--- src/rtl/wb_queue.sv ---
// Writeback queue: buffers execute-stage results and presents them to the
// register file in FIFO order, tracking which registers have queued writes.
module wb_queue #(
  parameter int NREG    = 16,
  parameter int REGNO_W = 4,
  parameter int DATA_W  = 32,
  parameter int DEPTH   = 4
) (
  input  logic               clk,
  input  logic               rst,
  input  logic               res_valid,
  output logic               res_ready,
  input  logic [REGNO_W-1:0] res_regno,
  input  logic [DATA_W-1:0]  res_data,
  input  logic [NREG-1:0]    wb_reserved,
  input  logic               stall_wb,
  output logic               is_wb,
  output logic [REGNO_W-1:0] wb_regno,
  output logic [NREG-1:0]    wb_exp,
  output logic [DATA_W-1:0]  data_o,
  output logic [NREG-1:0]    pending,
  output logic               err_unreserved
);

  localparam int PTR_W = $clog2(DEPTH);
  localparam int CNT_W = PTR_W + 1;

  logic [REGNO_W-1:0] mem_regno [DEPTH];
  logic [DATA_W-1:0]  mem_data  [DEPTH];
  logic [PTR_W-1:0]   rd_ptr;
  logic [PTR_W-1:0]   wr_ptr;
  logic [CNT_W-1:0]   count;
  logic               err_q;
  logic               accept;
  logic               push;
  logic               pop;

  // Handshake: a result transfers on a rising edge with res_valid=1 and
  // res_ready=1; res_ready depends only on occupancy, never on this cycle's pop.
  assign res_ready = (count < CNT_W'(DEPTH));
  assign accept    = res_valid && res_ready;
  assign push      = accept && wb_reserved[res_regno];
  assign pop       = (count != '0) && !stall_wb;

  always_ff @(posedge clk or negedge rst) begin
    if (!rst) begin
      rd_ptr <= '0;
      wr_ptr <= '0;
      count  <= '0;
      err_q  <= 1'b0;
    end else begin
      if (push) wr_ptr <= wr_ptr + 1'b1;
      if (pop)  rd_ptr <= rd_ptr + 1'b1;
      case ({push, pop})
        2'b10:   count <= count + 1'b1;
        2'b01:   count <= count - 1'b1;
        default: count <= count;
      endcase
      if (accept && !wb_reserved[res_regno]) err_q <= 1'b1;
    end
  end

  // Payload storage is not reset; occupancy alone qualifies every output.
  always_ff @(posedge clk) begin
    if (push) begin
      mem_regno[wr_ptr] <= res_regno;
      mem_data[wr_ptr]  <= res_data;
    end
  end

  assign is_wb          = (count != '0);
  assign wb_regno       = is_wb ? mem_regno[rd_ptr] : '0;
  assign data_o         = is_wb ? mem_data[rd_ptr] : '0;
  assign wb_exp         = is_wb ? (NREG'(1) << wb_regno) : '0;
  assign err_unreserved = err_q;

  always_comb begin
    pending = '0;
    for (int k = 0; k < DEPTH; k++) begin
      if (CNT_W'(k) < count) pending[mem_regno[rd_ptr + PTR_W'(k)]] = 1'b1;
    end
  end

endmodule

--- config.mk ---
export PLATFORM = sky130hd
export DESIGN_NAME = wb_queue
export DESIGN_NICKNAME = d
export VERILOG_FILES = /design/src/rtl/wb_queue.sv
export SDC_FILE = /design/constraint.sdc
export NUM_CORES = 1
export LEC_CHECK = 0
export ABC_AREA = 1
export BUFFER_PORTS_ARGS = -buffer_cell sky130_fd_sc_hd__buf_2
export CAP_MARGIN = 25
export CORE_MARGIN = 3
export CORE_UTILIZATION = 55
export DETAILED_ROUTE_END_ITERATION = 6
export GPL_TIMING_DRIVEN = 0
export PLACE_DENSITY = 0.79
export SETUP_SLACK_MARGIN = 0.15
export SLEW_MARGIN = 40
export SYNTH_ARGS = -nofsm -noshare
export SYNTH_HDL_FRONTEND = slang
export SYNTH_SLANG_ARGS = --single-unit
--- constraint.sdc ---
create_clock -name clk -period 3.3 [get_ports clk]
set_input_delay 0.33 -clock clk [delete_from_list [all_inputs] [get_ports clk]]
set_output_delay 0.33 -clock clk [all_outputs]
set_load 0.03 [all_outputs]
==> impl_summary.log, run 1 <==
[metrics] DRC viols: 0
[metrics] share of total power in sequential cells: ~25%
[metrics] maximum ir drop on the vdd rail: between 0.6 and 0.7 mV
[metrics] max-capacitance violation count: 0
[metrics] worst hold path endpoint: mem_data[1][17]
[metrics] Ant. Diodes: 0
[metrics] Warnings, synthesis: 0
[metrics] proportion of layout cells with a drive suffix above 1: about a quarter
[metrics] die height: 121 um
[metrics] Layout area overhead: 22.8%
[metrics] number of antenna violations at the first check in global routing: 0
[metrics] placer's final routability congestion estimate: between 0.9 and 1
[metrics] Final Hold Viols: 0
[metrics] Clock Latency Late Sink: about 0.43 ns
[metrics] skew final: roughly 0.0075 ns
[metrics] total half-perimeter wirelength after legalization and detailed placement: between 10,000 and 15,000 um
[metrics] Max transition margin: approximately three fifths
[metrics] HP Start: res_data[17]
[metrics] Post-synth EDFFs: roughly 140
[metrics] iteration count of the initial detailed-routing pass: 5
[metrics] slew of the pin with the lowest slew margin: between 0.5 and 0.6 ns
[metrics] TritonCTS clock tree: done
[metrics] maximum level of the CTS H-tree: 4
[metrics] average routed wire per standard cell: roughly 17 um
[metrics] Synth Cell Area: ~7200 sq um
[metrics] highest net fanout along the worst path: 10
[metrics] residual overflow from global routing: 0
[metrics] arrival time worst endpoint: 2.55 ns
[metrics] Critical Setup Path Class: reg -> out
[metrics] TritonCTS Buffers: 17
[metrics] syn_area_per_cell: about 10 sq um
[metrics] status: finished clean
[metrics] Layout Nets: around 940
[metrics] clock edge transition at the registers on the reported setup and hold paths: about 0.07 ns
[metrics] area of the die: around 15,000 sq um
[metrics] share of the synthesized area in the top cell type: ~60%
[metrics] prevailing post-synth register cell: sky130_fd_sc_hd__edfxtp_1
[metrics] global-route wire length before repair: 28,100 um
[metrics] clock group share of total power: about a fifth
[metrics] internal power of the cells: between 4 and 5 mW
[metrics] Starting Density: between 50% and 60%
[metrics] sum of buffers and inverters on the critical path: 5
[metrics] count of buffers from port buffering: roughly 130
[metrics] synth top area cells: sky130_fd_sc_hd__edfxtp_1, sky130_fd_sc_hd__nand2_1, sky130_fd_sc_hd__nand3_1
[metrics] Mapped Nets: a little under 800
[metrics] register bit count reported by yosys: 152
[metrics] cell depth of the worst flop-to-flop path: 8
[metrics] x dimension of the die: about 120 um
[metrics] CP Capture Type: output port
[metrics] post-synthesis cell count: ~720
[metrics] worst flop-to-flop path startpoint: count[2]
[metrics] Final min period: between 2 and 3 ns
[metrics] detailed-route via count: between 5,000 and 6,000
[metrics] cell chosen for the clock root: sky130_fd_sc_hd__clkbuf_16
[metrics] most used standard cell by instance count after synthesis: sky130_fd_sc_hd__edfxtp_1
[metrics] worst min-delay path class: in -> reg
[metrics] proportion of total power due to net switching: between 40% and 50%
[metrics] worst hold path depth: 1
[metrics] net load switching power: 4.67 mW
[metrics] number of non-filler instances in the completed layout: 1,059
[metrics] Starting DRT DRC Count: roughly 430
[metrics] final WL: around 18,000 um
[metrics] Yosys top cell by area: sky130_fd_sc_hd__edfxtp_1
[metrics] required time worst endpoint: 2.97 ns
[metrics] vias in the first global route: between 5,000 and 6,000
[metrics] list of cells traversed by the critical path: buf_2 > buf_4 > buf_2 > clkbuf_1 > nand3_1 > a31oi_1 > buf_2
[metrics] fraction of the yosys area taken by sequential cells: between 60% and 70%
[metrics] standard cell with the maximum stage delay on the critical path: sky130_fd_sc_hd__clkbuf_1
[metrics] CTS Sinks: about 150
[metrics] CP dominant cell by count: sky130_fd_sc_hd__buf_2
[metrics] global-route usage over all layers: between 20% and 30%
[metrics] Post-CTS Setup Repair Bufs: 0
[metrics] pwr/cell area: ~1100 nW/um^2
[metrics] detail-routed via count per cell: roughly 5.6
[metrics] achievable frequency: about 350 MHz
[metrics] top-level I/O count: 127
[metrics] standard-cell rows: between 40 and 50
[metrics] CP Launch Type: flip-flop
[metrics] Setup-failing EPs final: 0
[metrics] RSZ-0062 raised after global routing: false
[metrics] antenna violation net count after detailed routing: 0
[metrics] worst-case clock buffer depth: 2
[metrics] Placed Cells: between 1,000 and 1,500
[metrics] placeable core region: around 13,000 sq um
[metrics] fraction of synthesis flops using an asynchronous set or reset pin: around 5.3%
[metrics] LEAKAGE: ~3.6 nW
[metrics] pin count of the biggest net entering global routing: 19
[metrics] flop2flop setup slack: 0.96 ns
[metrics] delay contributed by the slowest stage of the critical path: 0.46 ns
[metrics] Largest delay share family, worst path: buffers and inverters
[metrics] count of different cell masters after synthesis: 28
[metrics] fin crit share: between 80% and 90%
[metrics] Core Util, Final: a little over two thirds
[metrics] number of pins exceeding their max-slew limit in the final report: 0
[metrics] ranking of synthesized cells by instance count: sky130_fd_sc_hd__edfxtp_1, sky130_fd_sc_hd__nand2_1, sky130_fd_sc_hd__nor2_1, sky130_fd_sc_hd__nand3_1, sky130_fd_sc_hd__inv_1
[metrics] worst reg2reg endpoint: mem_data[1][10]
[metrics] Logic pwr share: a little over half
[cells by family after synthesis]
group	count (synthesis)	synth area share [%]
DFF	152	62.5
xor gates and xnor gates	4	0.484
AOI/OAI and AO/OA	103	9.31
adders and majority gates	9	1.56
and+or+nand+nor	360	20.9
buffers and inverters	91	5.19
[state kept, by name (all words and copies together), names as in the netlist]
register	cells
mem_data	128
mem_regno	16
count	3
rd_ptr	2
err_unreserved	1
wr_ptr	2
[cells in the final DEF (no fill, tap or decap), types with 10 or more instances in the layout]
| cell type | count |
|---|---|
| sky130_fd_sc_hd__edfxtp_1 | 144 |
| sky130_fd_sc_hd__buf_2 | 144 |
| sky130_fd_sc_hd__clkbuf_16 | 17 |
| sky130_fd_sc_hd__inv_1 | 51 |
| sky130_fd_sc_hd__clkbuf_1 | 10 |
| sky130_fd_sc_hd__nand2_1 | 132 |
| sky130_fd_sc_hd__o21ai_0 | 21 |
| sky130_fd_sc_hd__a22oi_1 | 32 |
| sky130_fd_sc_hd__nand3_1 | 98 |
| sky130_fd_sc_hd__nor2_1 | 115 |
| sky130_fd_sc_hd__a31oi_1 | 32 |
[worst max path at each step]
| stage | from | to | slack, ns | depth (start not counted) |
|---|---|---|---|---|
| 4_1_cts | rd_ptr[0] | data_o[20] | 0.43 | 7 |
| 3_5_place_dp | res_regno[0] | mem_data[1][9] | 0.52 | 13 |
| 2_1_floorplan | res_regno[0] | mem_data[0][0] | 0.19 | 10 |
| 3_3_place_gp | res_regno[0] | mem_data[1][9] | -1.38 | 11 |
| 6_report | rd_ptr[0] | data_o[20] | 0.42 | 7 |
| 5_1_grt | rd_ptr[0] | data_o[22] | 0.27 | 7 |
[layout make-up]
cell class              count  area [sq um]
fillers                   960          3840
multi-input cells         476          2360
plain buffers              33           158
clock buffers              17           425
clock inverters            15           153
well taps                 172           215
inverters                  58           218
flip-flops and latches    152          4520
repair buffers            136           826
[through the flow]
stage | TNS [ns] | hold WS [ns] | setup slack [ns] | cell area, sq um | power, mW
CTS | 0 | 0.106 | 0.431 | 8880 | 9.37
global route | 0 | 0.107 | 0.270 | 8880 | 9.92
global placement | -189.70 | 0.177 | -1.38 | 8080 | 7.34
finish | 0 | 0.117 | 0.416 | 8880 | 9.39
detailed placement | 0 | 0.188 | 0.517 | 8290 | 7.51
floorplan | 0 | 0.0344 | 0.187 | 7230 | 5.99
[routing by layer]
| layer | up-vias | share of wire [%] | track usage [%] |
|---|---|---|---|
| met5 | - | 0 | 0 |
| met4 | 0 | 1.1 | 9.42 |
| met3 | 19 | 9.2 | 7.16 |
| met2 | 334 | 50 | 42.8 |
| met1 | 2772 | 39 | 30.4 |
| li1 | 2833 | - | - |
[power by group through the flow]
stage	Clock [mW]	Combinational [mW]	Sequential, mW
3_3_place_gp	0	4.93	2.42
3_5_place_dp	0	5.09	2.41
5_1_grt	1.97	5.56	2.39
6_report	1.88	5.14	2.38
2_1_floorplan	0	3.59	2.40
4_1_cts	1.88	5.11	2.37
[what timing repair did]
item                                   4_1_cts  5_1_grt
resized for setup                            0        0
hold buffers                                 1        0
endpoints found under the hold margin        8        0
(Power assumes the default switching activity.)
==> inputs of run 2 (changes only) <==
- CORE_MARGIN: 3 -> default
==> impl_summary.log, run 2 (synthesized netlist as in run 1, its figures left out) <==
[metrics] most used cells in the layout excluding fill and tap cells: sky130_fd_sc_hd__buf_2, sky130_fd_sc_hd__edfxtp_1, sky130_fd_sc_hd__nand2_1, sky130_fd_sc_hd__nor2_1, sky130_fd_sc_hd__nand3_1 (unchanged)
[metrics] number of antenna violations at the first check in global routing: 0 (unchanged)
[metrics] maximum ir drop on the vdd rail: 0.627 mV (was 0.611 mV)
[metrics] x dimension of the die: 117 um (was 121 um)
[metrics] Layout area overhead: 23.2% (was 22.8%)
[metrics] max-capacitance violation count: 0 (unchanged)
[metrics] global-route wire length before repair: 28,300 um (was 28,100 um)
[metrics] Clock Latency Late Sink: 0.41 ns (was 0.43 ns)
[metrics] Starting DRT DRC Count: 618 (was 433)
[metrics] Max transition margin: 60.0% (was 60.4%)
[metrics] achievable frequency: 348 MHz (was 347 MHz)
[metrics] CP Launch Point: rd_ptr[0] (unchanged)
[metrics] Place WS: 0.500 ns (was 0.517 ns)
[metrics] worst min-delay path class: in -> reg (unchanged)
[metrics] die height: 117 um (was 121 um)
[metrics] status: finished clean (unchanged)
[metrics] Resized cells post-CTS: 0 (unchanged)
[metrics] flop2flop setup slack: 1.01 ns (was 0.96 ns)
[metrics] arrival time worst endpoint: 2.54 ns (was 2.55 ns)
[metrics] Area after DPL: 8330 sq um (was 8290 sq um)
[metrics] RSZ-0062 raised after global routing: false (unchanged)
[metrics] number of inserted filler cells in the final layout: 956 (was 960)
[metrics] worst flop-to-flop path startpoint: count[2] (unchanged)
[metrics] HP Start: res_data[18] (was res_data[17])
[metrics] slew of the pin with the lowest slew margin: 0.600 ns (was 0.594 ns)
[metrics] clock edge transition at the registers on the reported setup and hold paths: 0.06 ns (was 0.07 ns)
[metrics] DRC viols: 0 (unchanged)
[metrics] placeable core region: 12,700 sq um (unchanged)
[metrics] detail-routed via count per cell: 5.63 (about the same)
[metrics] CP Launch Type: flip-flop (unchanged)
[metrics] final worst-path setup slack: 0.428 ns (was 0.416 ns)
[metrics] standard-cell rows: 41 (unchanged)
[metrics] average routed wire per standard cell: 17.4 um (was 17.2 um)
[metrics] maximum level of the CTS H-tree: 4 (unchanged)
[metrics] global-route usage over all layers: 28.1% (was 25.1%)
[metrics] Final Hold Viols: 0 (unchanged)
[metrics] Starting Density: 56.9% (unchanged)
[metrics] TritonCTS clock tree: done (unchanged)
[metrics] required time worst endpoint: 2.97 ns (about the same)
[metrics] worst-case clock buffer depth: 2 (unchanged)
[metrics] number of pins exceeding their max-slew limit in the final report: 0 (unchanged)
[metrics] standard cell with the maximum stage delay on the critical path: sky130_fd_sc_hd__dfrtp_1 (was sky130_fd_sc_hd__clkbuf_1)
[metrics] CP dominant cell by count: sky130_fd_sc_hd__buf_2 (unchanged)
[metrics] detailed-route via count: 5,955 (was 5,958)
[metrics] Ant. Diodes: 0 (unchanged)
[metrics] total half-perimeter wirelength after legalization and detailed placement: 12,500 um (was 12,700 um)
[metrics] fin crit share: 87.0% (was 87.4%)
[metrics] Final min period: 2.87 ns (was 2.88 ns)
[metrics] proportion of layout cells with a drive suffix above 1: 23.7% (was 23.9%)
[metrics] Setup-failing EPs final: 0 (unchanged)
[metrics] area of the die: 13,600 sq um (was 14,600 sq um)
[metrics] worst reg2reg endpoint: mem_regno[0][1] (was mem_data[1][10])
[metrics] iteration count of the initial detailed-routing pass: 7 (was 5)
[metrics] residual overflow from global routing: 0 (unchanged)
[metrics] CP Capture Type: output port (unchanged)
[metrics] highest net fanout along the worst path: 10 (unchanged)
[metrics] max reg flops: 128 (unchanged)
[metrics] CTS Sinks: 152 (unchanged)
[metrics] Layout Nets: 938 (was 939)
[metrics] Critical path destination: data_o[10] (was data_o[20])
[metrics] count of buffers from port buffering: 126 (unchanged)
[metrics] pin count of the biggest net entering global routing: 17 (was 19)
[metrics] top-level I/O count: 127 (unchanged)
[metrics] skew final: 0.00716 ns (was 0.00749 ns)
[metrics] delay contributed by the slowest stage of the critical path: 0.35 ns (was 0.46 ns)
[metrics] LEAKAGE: 3.65 nW (was 3.63 nW)
[metrics] pwr/cell area: 1050 nW/um^2 (was 1060 nW/um^2)
[metrics] cell depth of the worst flop-to-flop path: 8 (unchanged)
[metrics] Top Registers: mem_data: 128 flops, mem_regno: 16 flops, count: 3 flops (unchanged)
[metrics] TritonCTS Buffers: 17 (unchanged)
[metrics] list of cells traversed by the critical path: buf_2 > buf_4 > buf_2 > nor2_2 > buf_2 > a22oi_1 > a31oi_1 > buf_2 (was buf_2 > buf_4 > buf_2 > clkbuf_1 > nand3_1 > a31oi_1 > buf_2)
[metrics] Critical Setup Path Class: reg -> out (unchanged)
[metrics] setup tns final: 0 ns (unchanged)
[metrics] antenna violation net count after detailed routing: 0 (unchanged)
[metrics] cell chosen for the clock root: sky130_fd_sc_hd__clkbuf_16 (unchanged)
[metrics] final WL: 18,400 um (was 18,300 um)
[metrics] register containing the most flip-flops in the final layout: mem_data (unchanged)
[metrics] vias in the first global route: 5,795 (was 5,784)
[metrics] summed area of non-filler cells in the final layout: 8910 sq um (was 8880 sq um)
[metrics] placer's final routability congestion estimate: 0.849 (was 0.936)
run 2: cell type report:
class / instances / area, sq um / area share (%)
Clock buffer: 17 / 425 / 4.78
Tap cell: 172 / 215 / 2.42
Timing Repair Buffer: 135 / 861 / 9.66
Sequential cell: 152 / 4520 / 50.8
Inverter: 58 / 218 / 2.44
Clock inverter: 15 / 144 / 1.62
Buffer: 33 / 158 / 1.77
Multi-Input combinational cell: 476 / 2360 / 26.5
run 2: worst min path at each step:
| stage | end | cells past startpoint |
|---|---|---|
| after floorplan | count[0] | 0 |
| after global placement | count[2] | 1 |
| after detailed placement | count[2] | 1 |
| after CTS | mem_data[2][16] | 1 |
| after global routing | mem_data[1][16] | 1 |
| final | mem_data[1][18] | 1 |
run 2: worst max-delay path, delay by kind of cell, from the launching register on:
family,cells,cell delay [ns]
AND/OR/NAND/NOR,1,0.25
buffers and inverters,5,1.11
flip-flops,1,0.35
AO/OA/AOI/OAI,2,0.41
run 2: per-layer routing:
metal	track usage (%)	part of all wire, %	vias to the layer above	routed length, um
li1	-	-	2834	-
met1	33.4	39	2731	7140
met2	47.7	50	347	9210
met3	6.85	8.7	43	1600
met4	14.6	2.4	0	438
met5	0	0	-	0
run 2: report_power, final:
group | internal, mW | leakage, nW | switching (mW)
clock | 1.05 | 0.281 | 0.785
sequential | 2.30 | 1.40 | 0.0772
combinational | 1.36 | 1.97 | 3.77
total | 4.71 | 3.65 | 4.63
run 2: metrics by stage:
step | util [%] | power [mW] | hold slack, ns | cells
after floorplan | - | 5.99 | 0.0344 | 719
after global placement | 63.5 | 7.32 | 0.181 | 1017
after detailed placement | 65.5 | 7.48 | 0.193 | 1025
after CTS | 70.0 | 9.34 | 0.116 | 1058
after global routing | 70.0 | 9.89 | 0.109 | 1058
final | 70.0 | 9.35 | 0.124 | 1058
run 2: repair_timing:
action	4_1_cts	5_1_grt
hold endpoints to repair	8	0
buffers inserted	0	0
hold buffers	1	0
